`src/rtl/idli_spc_m.sv`:
```
// idli_spc_m: bit-serial program counter for the idli core.
// The PC rotates SLICE bits per cycle, LSB slice first, and completes one
// update (hold, increment, PC-relative add or absolute load) every
// WIDTH/SLICE cycles. It also produces a serial PC + step link value for
// calls and reports the carry-out of the previous update.
module idli_spc_m #(
   parameter int WIDTH = 16,
   parameter int SLICE = 4,
   parameter logic [WIDTH-1:0] RESET_PC = '0,
   localparam int N  = WIDTH / SLICE,
   localparam int CW = (N > 1) ? $clog2(N) : 1
) (
   input  logic             i_spc_gck,
   input  logic             i_spc_rst,
   input  logic [1:0]       i_spc_mode,
   input  logic [1:0]       i_spc_step,
   input  logic [SLICE-1:0] i_spc_data,
   output logic [SLICE-1:0] o_spc,
   output logic [SLICE-1:0] o_spc_next,
   output logic [SLICE-1:0] o_spc_link,
   output logic [CW-1:0]    o_spc_ctr,
   output logic             o_spc_first,
   output logic             o_spc_last,
   output logic             o_spc_wrap
);

   typedef enum logic [1:0] {
      MODE_HOLD = 2'b00,
      MODE_INC  = 2'b01,
      MODE_REL  = 2'b10,
      MODE_ABS  = 2'b11
   } mode_t;

   logic [WIDTH-1:0] pc_q;
   logic [CW-1:0]    ctr_q;
   logic             carry_q;
   logic             lcarry_q;
   mode_t            mode_q;
   logic [1:0]       step_q;
   logic             wrap_q;

   logic             first;
   logic             last;
   mode_t            eff_mode;
   logic [1:0]       eff_step;
   logic             cin;
   logic             lcin;
   logic [SLICE-1:0] addend;
   logic             add_en;
   logic [SLICE:0]   sum_full;
   logic [SLICE:0]   link_full;
   logic [SLICE-1:0] link_addend;
   logic             cout;
   logic             lcout;

   // Slice position and the controls that apply to this slice: the live
   // inputs on the first slice, the latched copies on every later slice.
   assign first    = (ctr_q == '0);
   assign last     = (ctr_q == CW'(N - 1));
   assign eff_mode = first ? mode_t'(i_spc_mode) : mode_q;
   assign eff_step = first ? i_spc_step : step_q;
   assign cin      = first ? 1'b0 : carry_q;
   assign lcin     = first ? 1'b0 : lcarry_q;

   // Select what gets added to the current slice for the active update mode.
   always_comb begin
      addend = '0;
      add_en = 1'b0;
      case (eff_mode)
         MODE_INC: begin
            addend = first ? SLICE'(eff_step) : '0;
            add_en = 1'b1;
         end
         MODE_REL: begin
            addend = i_spc_data;
            add_en = 1'b1;
         end
         default: begin
            addend = '0;
            add_en = 1'b0;
         end
      endcase
   end

   assign sum_full = {1'b0, o_spc} + {1'b0, addend} + {{SLICE{1'b0}}, cin};
   assign cout     = add_en & sum_full[SLICE];

   // Choose the slice written back into the PC for the active update mode.
   always_comb begin
      o_spc_next = sum_full[SLICE-1:0];
      case (eff_mode)
         MODE_HOLD: o_spc_next = o_spc;
         MODE_ABS:  o_spc_next = i_spc_data;
         default:   o_spc_next = sum_full[SLICE-1:0];
      endcase
   end

   // The link adder always computes PC + step, independent of the mode.
   assign link_addend = first ? SLICE'(eff_step) : '0;
   assign link_full   = {1'b0, o_spc} + {1'b0, link_addend} + {{SLICE{1'b0}}, lcin};
   assign lcout       = link_full[SLICE];
   assign o_spc_link  = link_full[SLICE-1:0];

   assign o_spc       = pc_q[SLICE-1:0];
   assign o_spc_ctr   = ctr_q;
   assign o_spc_first = first;
   assign o_spc_last  = last;
   assign o_spc_wrap  = wrap_q;

   // Rotate the PC, advance the slice counter, carry both adders between
   // slices and capture the update carry-out as wrap on the last slice.
   always_ff @(posedge i_spc_gck) begin
      if (i_spc_rst) begin
         pc_q     <= RESET_PC;
         ctr_q    <= '0;
         carry_q  <= 1'b0;
         lcarry_q <= 1'b0;
         mode_q   <= MODE_HOLD;
         step_q   <= '0;
         wrap_q   <= 1'b0;
      end else begin
         ctr_q    <= last ? '0 : ctr_q + CW'(1);
         carry_q  <= cout;
         lcarry_q <= lcout;
         pc_q     <= {o_spc_next, pc_q[WIDTH-1:SLICE]};
         if (first) begin
            mode_q <= mode_t'(i_spc_mode);
            step_q <= i_spc_step;
         end
         if (last) begin
            wrap_q <= cout;
         end
      end
   end

endmodule

```
`config.mk`:
```
export PLATFORM = sky130hd
export DESIGN_NAME = idli_spc_m
export DESIGN_NICKNAME = d
export VERILOG_FILES = /design/src/rtl/idli_spc_m.sv
export SDC_FILE = /design/constraint.sdc
export NUM_CORES = 1
export LEC_CHECK = 0
export ABC_AREA = 1
export BUFFER_PORTS_ARGS = -buffer_cell sky130_fd_sc_hd__clkbuf_2
export CAP_MARGIN = 20
export CORE_MARGIN = 10
export CORE_UTILIZATION = 30
export CTS_CLUSTER_SIZE = 30
export DETAILED_ROUTE_END_ITERATION = 16
export GPL_TIMING_DRIVEN = 1
export PLACE_DENSITY_LB_ADDON = 0.3
export SLEW_MARGIN = 20
export SYNTH_ARGS = -nofsm -noshare
export SYNTH_HDL_FRONTEND = slang
export SYNTH_SLANG_ARGS = --single-unit
export TNS_END_PERCENT = 5
```
`constraint.sdc`:
```
create_clock -name i_spc_gck -period 3.6 [get_ports i_spc_gck]
set_input_delay 0.72 -clock i_spc_gck [delete_from_list [all_inputs] [get_ports i_spc_gck]]
set_output_delay 0.72 -clock i_spc_gck [all_outputs]
set_load 0.02 [all_outputs]
```
==> flow_metrics.tcl <==
set metrics [dict create \
    timing.final.setup_violations 0 \
    synthDistinctLibCells 22 \
    core_um2 4000 \
    timing.critical_path.from_type "flop" \
    grt_setup_unrepaired "yes" \
    tritoncts "yes" \
    synth_area_leader_cell "dfxtp_1" \
    clock_latency_of_the_later_clocked_register_in_the_worst_skew_pair_ns 0.26 \
    slew_headroom_pct 71.38 \
    yosys_warnings 0 \
    power_density_nw_per_um2 424.6 \
    synth_top_area_share_pct 36.95 \
    worst_r2r_endpoint "pc_q[13]$_SDFF_PP0_" \
    synth-seq-cells 23 \
    detailed_place_hpwl_mm 2.036 \
    rrSetupSlack_ns 1.15 \
    place_area_um2 1400 \
    design_area_um2 1509 \
    cts_max_level 1 \
    fmax_mhz 291.9 \
    global_route_wire_length_before_repair_mm 4.478 \
    final.min_clock_period_ns 3.425 \
    outcome "completed" \
    cp_data_arrival_time_ns 2.71 \
    route.top_layer_used "met4" \
    cts_hold_repair.buffers 0 \
    synth_async_sr_flop_share_pct 0 \
    synthCells 162 \
    cts_sinks 23 \
    power.ir.vdd_worst_mv 0.2306 \
    cp_data_required_time_ns 2.88 \
    syn2layout_area_growth_pct 21.08 \
    wire_per_inst_um 10.87 \
    final.setup_skew_ns 0.002303 \
    detailroute.wirelength.met2_mm 1.108 \
    cell_chosen_for_the_clock_root "clkbuf_8" \
    place.gp.congestion 0.8093 \
    first_global_vias 956 \
    reg2reg_depth 13 \
    die_height_um 84.45 \
    post_synth.cell_area_avg_um2 7.693 \
    ctsLongestPathBuffers 2 \
    hold_start "pc_q[13]$_SDFF_PP0_" \
    drc 0 \
    grt_max_degree 22 \
    hold_slack_final_ns 0.4002 \
    die_area_um2 7132 \
    drt_iter0_markers 63 \
    floorplan.initialDensity_pct 31.15 \
    fillers 427 \
    synth_sequential_area_ratio_pct 36.95 \
    firstDrtPassIters 4 \
    cts.reportedPaths.clkPinSlew_ns 0.08 \
    final_layout_size_suffix_gt1_share_pct 29.79 \
    leakagePower_nw 0.7519 \
    insertedDiodeCount 0 \
    worstReg2RegStart "o_spc_ctr[0]$_SDFF_PP0_" \
    max-cap-violations 0 \
    fp-row-count 23 \
    combined_area_of_the_multi_input_logic_cells_um2 619.3 \
    timing_hold_violations_final 0 \
    detail_route.vias_per_cell 4.029 \
    mappedNetlistNets 186 \
    num_ports 27 \
    worst_hold_path.endpoint "pc_q[9]$_SDFF_PP0_" \
    drt_wl_total_mm 2.587 \
    globalRouteTotalUtil_pct 7.697 \
    grt-ovfl-total 0 \
    hold-path-cell-count 2 \
    count_of_pins_over_their_slew_limit 0 \
    wirelength_met1_mm 1.265 \
    final_nets 213 \
    number_of_antenna_violations_at_the_first_check_in_global_routing 0 \
    layout_worst_path_cycle_share_pct 95.15 \
    die_width_um 84.45 \
    synth.cell_area_um2 1246 \
    worst-slew-pin-transition_ns 0.4292 \
    vias 959 \
    crit_path_end_kind "output port" \
    ff_latch_area_um2 462.9 \
    synth.cells.most_frequent "inv_1 (32), nand2_1 (28), dfxtp_1 (23)" \
    hold_class "flop to flop" \
    ant_nets 0 \
    met3WireLength_um 185 \
    post_synth_main_area_contributors "dfxtp_1 (37%), ha_1 (10%), inv_1 (9.6%), nand2_1 (8.4%), nor2_1 (6.6%)" \
    critPathMaxFanout 5 \
    synthFlopType "dfxtp_1" \
    yosysMostFrequentCell "inv_1" \
    cts_inserted_buffers 3 \
    number_of_enable_flip_flop_cells_after_synthesis 0 \
    crit_type "flop to output port" \
    port_buffers 26 \
]
what timing repair did:
action,in CTS,in global routing
setup buffers,1,0
pin swaps,2,4
endpoints found under the setup margin,2,2
gates resized for setup,9,10
flip-flops by register name, summed over array words and instances, names as in the netlist:
name and flops:
pc_q 16, lcarry_q 1, mode_q 2, o_spc_wrap 1, o_spc_ctr 2, carry_q 1
how the worst max path moves through the flow:
| stage | cells past startpoint | slack, ns | startpoint | endpoint |
|---|---|---|---|---|
| 2_1_floorplan | 12 | 0.0005 | o_spc_ctr[0]$_SDFF_PP0_ | o_spc_next[1] |
| 3_3_place_gp | 14 | 0.05 | i_spc_mode[0] | o_spc_next[1] |
| 3_5_place_dp | 14 | 0.02 | i_spc_mode[0] | o_spc_next[1] |
| 4_1_cts | 14 | 0.04 | o_spc_ctr[1]$_SDFF_PP0_ | o_spc_next[1] |
| 5_1_grt | 15 | -0.02 | o_spc_ctr[0]$_SDFF_PP0_ | o_spc_next[2] |
| 6_report | 14 | 0.17 | o_spc_ctr[0]$_SDFF_PP0_ | o_spc_next[1] |
per-layer routing:
metal / global-route usage (%) / up-vias
li1: - / 521
met1: 9.592 / 411
met2: 11.69 / 23
met3: 3.382 / 4
met4: 2.246 / 0
met5: 0 / -
cells by family (layout without fill, tap and decap cells):
kind of cell               Yosys count  after routing  share of synthesized area [%]
DFF                                 23             23                          36.95
buffers and inverters               46             72                          17.27
xor gates and xnor gates             3              3                          2.109
and+or+nand+nor                     60             60                          19.58
adders and majority gates           14             14                          16.47
AOI/OAI and AO/OA                   16             16                          7.630
critical path, stage by stage (launching register included):
cell,delay (ns)
dfxtp_2,0.34
inv_2,0.07
ha_4,0.20
nand2_2,0.08
o21ai_4,0.07
inv_1,0.08
ha_2,0.19
nand2_1,0.08
a21oi_2,0.07
fa_2,0.34
inv_1,0.07
fa_1,0.39
or2_1,0.23
nand2_1,0.08
buf_4,0.14
layout make-up:
class                           count  area share (%)
Clock buffer                        4           2.985
Multi-Input combinational cell     93           41.04
Sequential cell                    23           30.68
Timing Repair Buffer               33           12.44
Inverter                           35           8.706
Tap cell                           50           4.146
where the power goes:
| part | internal (mW) | switching, mW | total (mW) |
|---|---|---|---|
| logic | 0.0807 | 0.124 | 0.204 |
| clock network | 0.0790 | 0.0806 | 0.160 |
| registers | 0.269 | 0.00758 | 0.277 |
cell usage in the layout, fill, tap and decap left out, types with 2 or more instances in the layout:
cell and count:
xor2_1 2, fa_1 3, nand2_2 4, inv_1 30
buf_4 9, clkbuf_2 24, clkbuf_8 3, o21ai_4 2
inv_2 5, nand3_1 5, dfxtp_2 2, ha_1 8
o21ai_0 3, dfxtp_1 21, nor2_1 22, nand2_1 26
a21oi_1 8
through the flow:
step	cells	worst slack [ns]	utilization [%]	power, mW	setup TNS (ns)
6_report	238	0.1747	37.72	0.6408	0
2_1_floorplan	162	0.0004881	-	0.4125	0
3_5_place_dp	233	0.02120	35.00	0.4616	0
5_1_grt	238	-0.01876	37.72	0.6880	-0.03069
3_3_place_gp	233	0.05309	35.00	0.4618	0
4_1_cts	238	0.03924	37.19	0.6403	0
Note: power is estimated with default switching activity, not from simulation.
